File: src/rtl/adc_capture_sequencer.sv
// Capture-session sequencer for the ADC capture block: arm, trigger wait, burst capture, holdoff.
// Optional trigger-wait timeout is compiled in with `define ADC_SEQ_TIMEOUT_EN.
module adc_capture_sequencer #(
    parameter int CNT_WIDTH = 32
) (
    input  logic                 aclk,
    input  logic                 areset,
    input  logic                 start,
    input  logic                 abort,
    input  logic [7:0]           cfg_limiter,
    input  logic [15:0]          cfg_trigger_level,
    input  logic [15:0]          cfg_bursts,
    input  logic [CNT_WIDTH-1:0] cfg_holdoff,
    input  logic [CNT_WIDTH-1:0] cfg_timeout,
    input  logic [15:0]          cur_adc,
    input  logic                 adc_tvalid,
    input  logic                 adc_tlast,
    output logic                 adc_reset_trigger,
    output logic                 adc_reset_max_sum,
    output logic [7:0]           adc_limiter,
    output logic                 busy,
    output logic                 done,
    output logic                 timeout,
    output logic [15:0]          bursts_done,
    output logic [2:0]           state
);

    localparam logic [2:0] ST_IDLE      = 3'd0;
    localparam logic [2:0] ST_ARM       = 3'd1;
    localparam logic [2:0] ST_WAIT_TRIG = 3'd2;
    localparam logic [2:0] ST_CAPTURE   = 3'd3;
    localparam logic [2:0] ST_HOLDOFF   = 3'd4;
    localparam logic [2:0] ST_DONE      = 3'd5;

    logic [2:0]           state_next;
    logic [CNT_WIDTH-1:0] cnt;
    logic [CNT_WIDTH-1:0] cnt_next;
    logic [15:0]          bursts_next;
    logic                 timeout_next;
    logic                 accept;
    logic [15:0]          trig_level_q;
    logic [15:0]          bursts_q;
    logic [CNT_WIDTH-1:0] holdoff_q;

`ifdef ADC_SEQ_TIMEOUT_EN
    logic [CNT_WIDTH-1:0] timeout_q;
`else
    logic                 unused_cfg_timeout;
    assign unused_cfg_timeout = ^cfg_timeout;
`endif

    assign accept = (state == ST_IDLE) && start && !abort;

    always_comb begin
        state_next   = state;
        cnt_next     = '0;
        bursts_next  = bursts_done;
        timeout_next = timeout;
        case (state)
            ST_IDLE: begin
                if (accept) begin
                    state_next   = ST_ARM;
                    bursts_next  = '0;
                    timeout_next = 1'b0;
                end
            end
            ST_ARM: begin
                if (cnt == CNT_WIDTH'(1)) state_next = ST_WAIT_TRIG;
                else                      cnt_next   = cnt + CNT_WIDTH'(1);
            end
            ST_WAIT_TRIG: begin
                if (cur_adc > trig_level_q) begin
                    state_next = ST_CAPTURE;
                end
`ifdef ADC_SEQ_TIMEOUT_EN
                else if ((timeout_q != '0) && (cnt == timeout_q - CNT_WIDTH'(1))) begin
                    state_next   = ST_DONE;
                    timeout_next = 1'b1;
                end else begin
                    cnt_next = cnt + CNT_WIDTH'(1);
                end
`endif
            end
            ST_CAPTURE: begin
                if (adc_tvalid && adc_tlast) begin
                    if (bursts_done != 16'hFFFF) bursts_next = bursts_done + 16'd1;
                    // A zero holdoff bypasses HOLDOFF entirely.
                    if ((bursts_q != '0) && (bursts_next == bursts_q)) state_next = ST_DONE;
                    else if (holdoff_q == '0)                          state_next = ST_WAIT_TRIG;
                    else                                               state_next = ST_HOLDOFF;
                end
            end
            ST_HOLDOFF: begin
                if (cnt == holdoff_q - CNT_WIDTH'(1)) state_next = ST_WAIT_TRIG;
                else                                  cnt_next   = cnt + CNT_WIDTH'(1);
            end
            ST_DONE: state_next = ST_IDLE;
            default: state_next = ST_IDLE;
        endcase

        // Abort discards anything decided above in the same cycle, including a final tlast.
        if (abort && (state != ST_IDLE)) begin
            state_next   = ST_IDLE;
            cnt_next     = '0;
            bursts_next  = bursts_done;
            timeout_next = timeout;
        end
    end

    always_ff @(posedge aclk) begin
        if (areset) begin
            state             <= ST_IDLE;
            cnt               <= '0;
            bursts_done       <= '0;
            timeout           <= 1'b0;
            busy              <= 1'b0;
            done              <= 1'b0;
            adc_reset_trigger <= 1'b0;
            adc_reset_max_sum <= 1'b0;
            adc_limiter       <= '0;
            trig_level_q      <= '0;
            bursts_q          <= '0;
            holdoff_q         <= '0;
`ifdef ADC_SEQ_TIMEOUT_EN
            timeout_q         <= '0;
`endif
        end else begin
            state             <= state_next;
            cnt               <= cnt_next;
            bursts_done       <= bursts_next;
            timeout           <= timeout_next;
            busy              <= (state_next != ST_IDLE);
            done              <= (state_next == ST_DONE);
            adc_reset_trigger <= (state_next == ST_CAPTURE);
            adc_reset_max_sum <= (state_next == ST_ARM);
            if (accept) begin
                adc_limiter  <= cfg_limiter;
                trig_level_q <= cfg_trigger_level;
                bursts_q     <= cfg_bursts;
                holdoff_q    <= cfg_holdoff;
`ifdef ADC_SEQ_TIMEOUT_EN
                timeout_q    <= cfg_timeout;
`endif
            end
        end
    end

endmodule

File: config.mk
export PLATFORM = sky130hd
export DESIGN_NAME = adc_capture_sequencer
export DESIGN_NICKNAME = d
export VERILOG_FILES = /design/src/rtl/adc_capture_sequencer.sv
export SDC_FILE = /design/constraint.sdc
export NUM_CORES = 1
export LEC_CHECK = 0
export BUFFER_PORTS_ARGS = -buffer_cell sky130_fd_sc_hd__buf_2
export CORE_MARGIN = 2
export CORE_UTILIZATION = 60
export CTS_CLUSTER_DIAMETER = 30
export DETAILED_ROUTE_END_ITERATION = 12
export PLACE_DENSITY = 0.87
export SETUP_SLACK_MARGIN = 0.4
export SYNTH_ARGS = -nofsm -noshare
export SYNTH_HDL_FRONTEND = slang
export SYNTH_SLANG_ARGS = --single-unit
File: constraint.sdc
create_clock -name aclk -period 8.2 [get_ports aclk]
set_input_delay 1.64 -clock aclk [delete_from_list [all_inputs] [get_ports aclk]]
set_output_delay 1.64 -clock aclk [all_outputs]
set_load 0.02 [all_outputs]
# Yosys cells after proc, flatten, opt, wreduce, memory -nomap -nowiden
# Cells that the tools add are included.
dict set report word_totals {
  output_inout_bits 32
  input_bits 126
  ff_bits 127
}
dict set report classes {
  magnitude_cmp 1
  n_addsub 3
  mux 18
  n_reduce_logical 14
  eq_ne 13
  bitwise_logic 1
}
# operator n
set ops {}
lappend ops {{$mux W16} 5}
lappend ops {{$mux W32} 2}
lappend ops {{$pmux W32 S2} 1}
lappend ops {{$add A32 B1 Y32 const B} 1}
lappend ops {{$eq A32 B1 Y1 const B} 1}
lappend ops {{$eq A32 B32 Y1} 1}
lappend ops {{$logic_not A32 Y1} 1}
lappend ops {{$pmux W16 S2} 1}
lappend ops {{$sub A32 B1 Y32 const B} 1}
lappend ops {{$mux W3} 8}
lappend ops {{$add A16 B1 Y16 const B} 1}
lappend ops {{$eq A16 B16 Y1} 1}
lappend ops {{$gt A16 B16 Y1} 1}
lappend ops {{$ne A16 B16 Y1 const B} 1}
lappend ops {{$reduce_bool A16 Y1} 1}
lappend ops {{$pmux W3 S5} 1}
lappend ops {{$eq A3 B2 Y1 const B} 3}
lappend ops {{$eq A3 B1 Y1 const B} 2}
lappend ops {{$eq A3 B3 Y1 const B} 2}
lappend ops {{$reduce_bool A3 Y1} 2}
lappend ops {{$logic_and A1 B1 Y1} 5}
lappend ops {{$ne A2 B2 Y1 const B} 2}
lappend ops {{$reduce_and A4 Y1} 1}
lappend ops {{$logic_not A3 Y1} 1}
lappend ops {{other kinds (4)} 4}

# Depth between registers and ports, before layout
# Gate-level depths: netlist (run 1).
dict set report logic_depth {
  depth_word 11
  mapped_depth 13
  mapped_depth_nobuf 12
}

# Worst setup path after synthesis (run 1)
# No wires, ideal clock.
dict set report synth_timing {
  path_type {input to register}
  start {in cur_adc[5]}
  end {reg adc_reset_trigger}
  required_time_ps 8085
  path_buffers 0
  stages 10
  arrival_time_ps 3237
  slack_ps 4848
  path_cell_list {ha_1 > a21o_1 > a21o_1 > a21oi_1 > o21ai_0 > a21o_1 > a31o_2 > o21ai_2 > clkinv_1 > and2_1}
}
dict set report synth_between {
  elab_chain_len 5
}
# element line_no
set synth_lines {}
lappend synth_lines {{from (decl)} 15} ;# input logic [15:0] cur_adc,
lappend synth_lines {{$gt A16 B16 Y1} 72} ;# if (cur_adc > trig_level_q) begin
lappend synth_lines {{$mux W3} 72}
lappend synth_lines {{$pmux W3 S5} 59} ;# case (state)
lappend synth_lines {{$mux W3} 102} ;# if (abort && (state != ST_IDLE)) begin
lappend synth_lines {{$eq A3 B2 Y1} 134} ;# adc_reset_trigger <= (state_next == ST_CAPTURE);
lappend synth_lines {{to (signal assigned)} 134}
lappend synth_lines {{to (decl)} 18} ;# output logic adc_reset_trigger,
# No other way between the ends.
# A chain may end at the register's enable or synchronous reset.

# Final worst setup path (run 1)
dict set report layout_timing {
  start {reg bursts_done[1]}
  end {reg done}
}
dict set report layout_between {
  elab_chain_len 11
}
# element line_no
set layout_lines {}
lappend layout_lines {{from (decl)} 24} ;# output logic [15:0] bursts_done,
lappend layout_lines {{from (signal assigned)} 130} ;# bursts_done <= bursts_next;
lappend layout_lines {{$add A16 B1 Y16 / $ne A16 B16 Y1 (equally long branches)} 86} ;# if (bursts_done != 16'hFFFF) bursts_next = bursts_done + 16'd1;
lappend layout_lines {{$mux W16 *} 86}
lappend layout_lines {{$mux W16 *} 85} ;# if (adc_tvalid && adc_tlast) begin
lappend layout_lines {{$mux W16 *} 59}
lappend layout_lines {{$eq A16 B16 Y1 *} 88} ;# if ((bursts_q != '0) && (bursts_next == bursts_q)) state_next = ST_DONE;
lappend layout_lines {{$logic_and A1 B1 Y1 *} 88}
lappend layout_lines {{$mux W3 *} 88}
lappend layout_lines {{$mux W3 *} 85}
lappend layout_lines {{$pmux W3 S5 *} 59}
lappend layout_lines {{$mux W3 *} 102}
lappend layout_lines {{$eq A3 B3 Y1 *} 133} ;# done <= (state_next == ST_DONE);
lappend layout_lines {{to (signal assigned)} 133}
lappend layout_lines {{to (decl)} 22} ;# output logic done,
# Every way passes the cells marked *; elsewhere a longest branch is shown, timed or not. The select of a mux whose other input is x is not followed.

==> summary.txt, run 1 <==
Status = finished clean
I/O pin count = 158
# resized after CTS = 0
Worst hold path type = reg2reg
Total power = 1.73 mW
Nets = 1193
Hold Startpoint = adc_limiter[7]
Final period util = 47.4%
Die height = 115 um
P_leak = 3.29 nW
Share of cells above drive strength 1 = 17.6%
# port buffers = 124
Final number of max-transition violations = 0
Slew at the pin with the worst max-slew slack = 1.07 ns
CTS buffer count = 17
Syn Nets = 1109
Clock sinks = 127
Setup TNS = 0 ns
Critical path type = reg2reg
Iteration-0 DRC Markers = 640
PD cells = 201 nW/um^2
Hold path cells = 2
TritonRoute pass-1 iters = 5
Gpl congestion = 0.984
CTS tree = done
Max Clock Skew = 0.00828 ns
Drt wl/cell = 15.6 um
Netlist cell types = 73
R2r worst-path depth = 10
Min Tclk post-route = 3.89 ns
Area grow syn2layout = 17.0%
Largest net degree at the start of global routing = 91
Final worst setup slack = 4.31 ns
DRC Markers = 0
Arrival @ worst endpoint = 4.25 ns
Max_slew headroom = 28.9%
Worst Hold End = adc_limiter[7]
Main synth FF type = dfxtp_1
Skew-Pair Late Insertion Delay = 0.41 ns
Post-CTS Setup Bufs = 0
Vias = 7199
DP HPWL = 13000 um
Final setup violating endpoints = 0
Peak supply drop = 0.143 mV
GRT Overall Usage = 29.6%
Syn Inst Count = 963
Yosys reg bits = 127
Vias per cell = 5.96
RSZ-0062 raised after global routing = false
Core Rows = 40
# hold bufs at CTS = 0
CTS H-Tree Depth = 4
Post-Place Setup Slack = 4.46 ns
Crit path launch type = register
Avg Cell Area, Syn = 7.63 um^2
CTS Root Cell = clkbuf_16
Antenna-violating nets left = 0
Commonest non-fill, non-tap cell in the layout = nand2_1
Slack of the worst reg-to-reg path = 4.31 ns
Sequential area share after synthesis = 34.6%
First-pass GRT wire length = 31600 um
FMAX = 0.257 GHz
Asr flop ratio synth = 0%
Initial Util = 61.5%
Worst-path fanout max = 11
Max Cap Viol = 0
Worst EP required = 8.56 ns
Setup crit end kind = register
Drt total wl = 18800 um
Number of diodes = 0
Die area = 13200 um^2
RR Startpoint = bursts_done[1]
Reg2reg end = done
Post-synth EDFFs = 0
Clock-pin slew on the worst setup and hold paths = 0.06 ns
Hold violation count in the final report = 0
Mapped Area = 7350 um^2
Synth warn = 0
Grt ovf = 0
Most frequent cells in the layout = 185 x nand2_1, 127 x dfxtp_1, 124 x buf_2, 98 x a21oi_1, 55 x nor3_1
Initial antenna violation count = 0
Vias in the first global route = 6745
Die width = 115 um
Maximum clock path buffer count = 2
Core area = 12000 um^2
==> power breakdown <==
part           internal, mW  switching (mW)
clock network         0.570           0.287
logic                0.0901           0.123
registers             0.637          0.0224
==> logic make-up (layout without fill, tap and decap cells) <==
| kind of cell | after synthesis | after routing | synth area share [%] |
|---|---|---|---|
| AOI/OAI and AO/OA | 194 | 194 | 16.4 |
| xor gates and xnor gates | 82 | 82 | 9.77 |
| adders and majority gates | 21 | 21 | 3.54 |
| buffers and inverters | 99 | 196 | 5.56 |
| DFF | 127 | 127 | 34.6 |
| muxes | 8 | 8 | 1.09 |
| other | 1 | 1 | 0.0510 |
| and+or+nand+nor | 431 | 431 | 29.0 |
==> critical path, stage by stage (launching register included) <==
cell and delay [ns]:
dfxtp_1 0.51, ha_1 0.36, nand4_2 0.31, nor4_2 0.88
nor2_1 0.30, xnor2_1 0.22, o2111ai_1 0.13, nor4_2 0.56
o21ai_0 0.21, a21bo_2 0.24, and2_1 0.11
==> sequential cells by signal (all words and copies together) (netlist names) <==
register / flops
adc_reset_trigger: 1
adc_limiter: 8
holdoff_q: 32
trig_level_q: 16
state: 3
bursts_done: 16
cnt: 32
busy: 1
adc_reset_max_sum: 1
bursts_q: 16
done: 1
==> final cells by class <==
class | count | area, um^2
clock inverter | 14 | 240
fill | 969 | 3360
tap | 147 | 184
clock buffer | 18 | 429
timing repair buffer | 130 | 666
sequential | 127 | 2540
inverter | 34 | 128
multi-input combinational | 737 | 4410
==> cells in the mapped netlist, types with 6 or more instances <==
library cell  instances  share of area (%)
nand3_1              26                1.8
nand2_1             185                9.4
nand2b_1              9               0.77
xor2_1               35                4.2
or4_1                 8               0.82
o21ai_0              23                1.6
buf_2                 6               0.41
a21o_1                8               0.82
nor4_1               21                1.8
ha_1                 20                3.4
xnor2_1              47                5.6
clkbuf_1             47                2.4
a31oi_1               6               0.51
mux2i_1               8                1.1
nor2_1               39                2.0
dfxtp_1             127                 35
o41ai_1               6               0.71
buf_4                 6               0.61
and2_1               10               0.85
a21oi_1              98                6.7
or3_1                 7               0.60
inv_1                33                1.7
nand4_1              25                2.1
nor3_1               55                3.7
nor2b_1              12                1.0
==> worst max path at each step <==
stage,endpoint,cells after the start,from
after floorplan,adc_reset_trigger,10,cur_adc[5]
after global placement,done,10,bursts_done[0]
after detailed placement,cnt[18],11,holdoff_q[0]
after CTS,cnt[18],11,holdoff_q[0]
after global routing,done,10,bursts_done[0]
final,done,10,bursts_done[1]
==> per-stage QoR <==
step / cells / area, um^2 / utilization, % / hold WS, ns
5_1_grt: 1207 / 8600 / 71.9 / 0.467
4_1_cts: 1207 / 8600 / 71.9 / 0.451
2_1_floorplan: 963 / 7350 / - / 0.436
3_3_place_gp: 1175 / 7930 / 66.3 / 0.439
3_5_place_dp: 1175 / 7930 / 66.3 / 0.443
6_report: 1207 / 8600 / 71.9 / 0.451
==> per-layer routing <==
| metal | vias up | wire, um | global-route usage (%) |
|---|---|---|---|
| met5 | - | 0 | 0 |
| met4 | 0 | 554 | 13.3 |
| met3 | 51 | 1680 | 8.73 |
| met2 | 294 | 8710 | 47.3 |
| met1 | 3294 | 7880 | 37.0 |
| li1 | 3560 | - | - |
No activity file was read; power rests on OpenSTA's default activity.
==> run 2, diff against run 1 <==
Settings changed: CORE_UTILIZATION 60 to 55, PLACE_DENSITY 0.87 to 0.8.
Clock period 8.2 ns to 3.83 ns, I/O delays scaled along.
==> run 2 against run 1 <==
Compared with the run above:
- sequential cell count stayed put
- core utilization is 4.8 points lower
- critical path type unchanged
- total power is 110% higher
- sequential power is 110% higher
- clock-buffer cell count is 2 higher
- die area is 8.8% higher
- worst setup slack worse by 3.7 ns
- global-route usage is 1.2 points lower
==> summary.txt, run 2 (synthesis gave the netlist of run 1 again) <==
Skew-Pair Late Insertion Delay = 0.42 ns
Top cell family by delay on the critical path = simple AND/OR/NAND/NOR gates
Final setup violating endpoints = 0
DRC Markers = 0
Critical-path top delay cell = or4_1
Iteration-0 DRC Markers = 640
P_sw = 0.912 mW
Hold violation count in the final report = 0
Status = finished clean
Grt ovf = 0
Core Rows = 42
Worst hold path type = reg2reg
Reg power frac = 39.3%
Vias in the first global route = 6760
Slack of the worst reg-to-reg path = 0.62 ns
PD cells = 408 nW/um^2
Critical path type = reg2reg
Pint = 2.69 mW
Vias = 7304
I/O pin count = 158
Crit path from = bursts_done[1]
Crit-path cells = ha_2 -> nand4_2 -> or4_1 -> a211o_1 -> a222oi_1 -> o2111ai_1 -> nor4_2 -> buf_4 -> o21ai_0 -> a21bo_2 -> and2_1
Fillcell total = 1148
CTS tree = done
Drt wl/cell = 15.9 um
Antenna-violating nets left = 0
RR Startpoint = bursts_done[1]
Commonest non-fill, non-tap cell in the layout = nand2_1
Worst EP required = 4.19 ns
Post-Place Setup Slack = 0.476 ns
Most frequent cells in the layout = 185 x nand2_1, 126 x dfxtp_1, 124 x buf_2, 98 x a21oi_1, 55 x nor3_1
Max Clock Skew = 0.00570 ns
FMAX = 0.312 GHz
Min Tclk post-route = 3.21 ns
# port buffers = 124
Die height = 120 um
CP bufs+invs = 1
Maximum clock path buffer count = 2
Number of diodes = 0
Largest net degree at the start of global routing = 55
Clock-pin slew on the worst setup and hold paths = 0.06 ns
Slew at the pin with the worst max-slew slack = 0.587 ns
Max_slew headroom = 60.7%
Critical Path End = done
Gpl congestion = 0.993
CTS buffer count = 17
P_leak = 3.41 nW
Area grow syn2layout = 20.0%
Nets = 1219
Initial antenna violation count = 1
DP HPWL = 14300 um
Initial Util = 56.0%
Biggest regs = cnt (32), holdoff_q (32)
Setup TNS = 0 ns
Die area = 14300 um^2
Vias per cell = 5.79
Final period util = 83.7%
Post-DP Area = 8170 um^2
GRT Overall Usage = 28.5%
CTS Root Cell = clkbuf_16
Clock sinks = 127
Worst path depth = 11
Crit path launch type = register
Die width = 120 um
TritonRoute pass-1 iters = 6
R2r worst-path depth = 11
Total power = 3.60 mW
Max Cap Viol = 0
Comb power frac = 13.5%
Fin area = 8820 um^2
Reg2reg end = done
Peak supply drop = 0.362 mV
# hold bufs at CTS = 0
Setup crit end kind = register
Worst-path fanout max = 9
Share of cells above drive strength 1 = 20.0%
Final worst setup slack = 0.624 ns
Drt total wl = 20100 um
Max stage delay on crit path = 0.52 ns
CTS H-Tree Depth = 4
Util after Layout = 67.1%
Switching Fraction = 25.3%
Final number of max-transition violations = 0
Core area = 13100 um^2
First-pass GRT wire length = 32900 um
Clock Power Share = 47.2%
Arrival @ worst endpoint = 3.57 ns
RSZ-0062 raised after global routing = false
run 2: cell types whose count changed in the layout (fill, tap and decap cells not counted), moves of 2 or more:
| cell | before | now |
|---|---|---|
| buf_4 | 6 | 31 |
| clkinv_4 | 4 | 1 |
| clkinv_2 | 2 | 4 |
| or4_4 | 0 | 2 |
| bufinv_16 | 6 | 4 |
| clkbuf_8 | 0 | 2 |
run 2: metal layers:
metal / up-vias / share of wire (%) / global-route usage (%)
met5: - / 0.065 / 0
met4: 2 / 2.6 / 10.4
met3: 42 / 7.9 / 7.27
met2: 295 / 45 / 44.7
met1: 3353 / 44 / 37.8
li1: 3612 / - / -
run 2: worst min-delay path by stage:
stage	from	depth (start not counted)	slack [ns]	to
floorplan	trig_level_q[10]	2	0.44	trig_level_q[10]
global placement	adc_limiter[0]	2	0.44	adc_limiter[0]
detailed placement	adc_limiter[2]	2	0.44	adc_limiter[2]
CTS	adc_limiter[2]	2	0.45	adc_limiter[2]
global route	adc_limiter[5]	2	0.47	adc_limiter[5]
finish	adc_limiter[4]	2	0.45	adc_limiter[4]
run 2: metrics by stage:
stage,hold WS [ns],std cells
floorplan,0.436,963
global placement,0.439,1229
detailed placement,0.445,1229
CTS,0.452,1260
global route,0.470,1261
finish,0.450,1261
run 2: final cells by class:
class	count	area, um^2	area share (%)
clock inverter	11	164	1.86
clock buffer	20	457	5.18
sequential	127	2540	28.8
timing repair buffer	156	873	9.90
multi-input combinational	737	4440	50.3
inverter	34	128	1.45
tap	176	220	2.50
run 2: power groups by stage:
stage                     Clock (mW)  Sequential [mW]  Combinational, mW
after global placement             0             1.44              0.464
final                           1.70             1.41              0.486
after detailed placement           0             1.44              0.472
after floorplan                    0             1.43              0.324
after CTS                       1.72             1.41              0.476
after global routing            1.79             1.42              0.541
run 2: timing repair:
action	CTS	global route
endpoints found under the setup margin	0	38
setup buffers	0	1
resized for setup	0	7
run 2: tightest hold or removal path, cell delays in order, from the launching register on:
cell	delay [ns]
dfxtp_1	0.30
nand2_1	0.05
a21oi_1	0.05
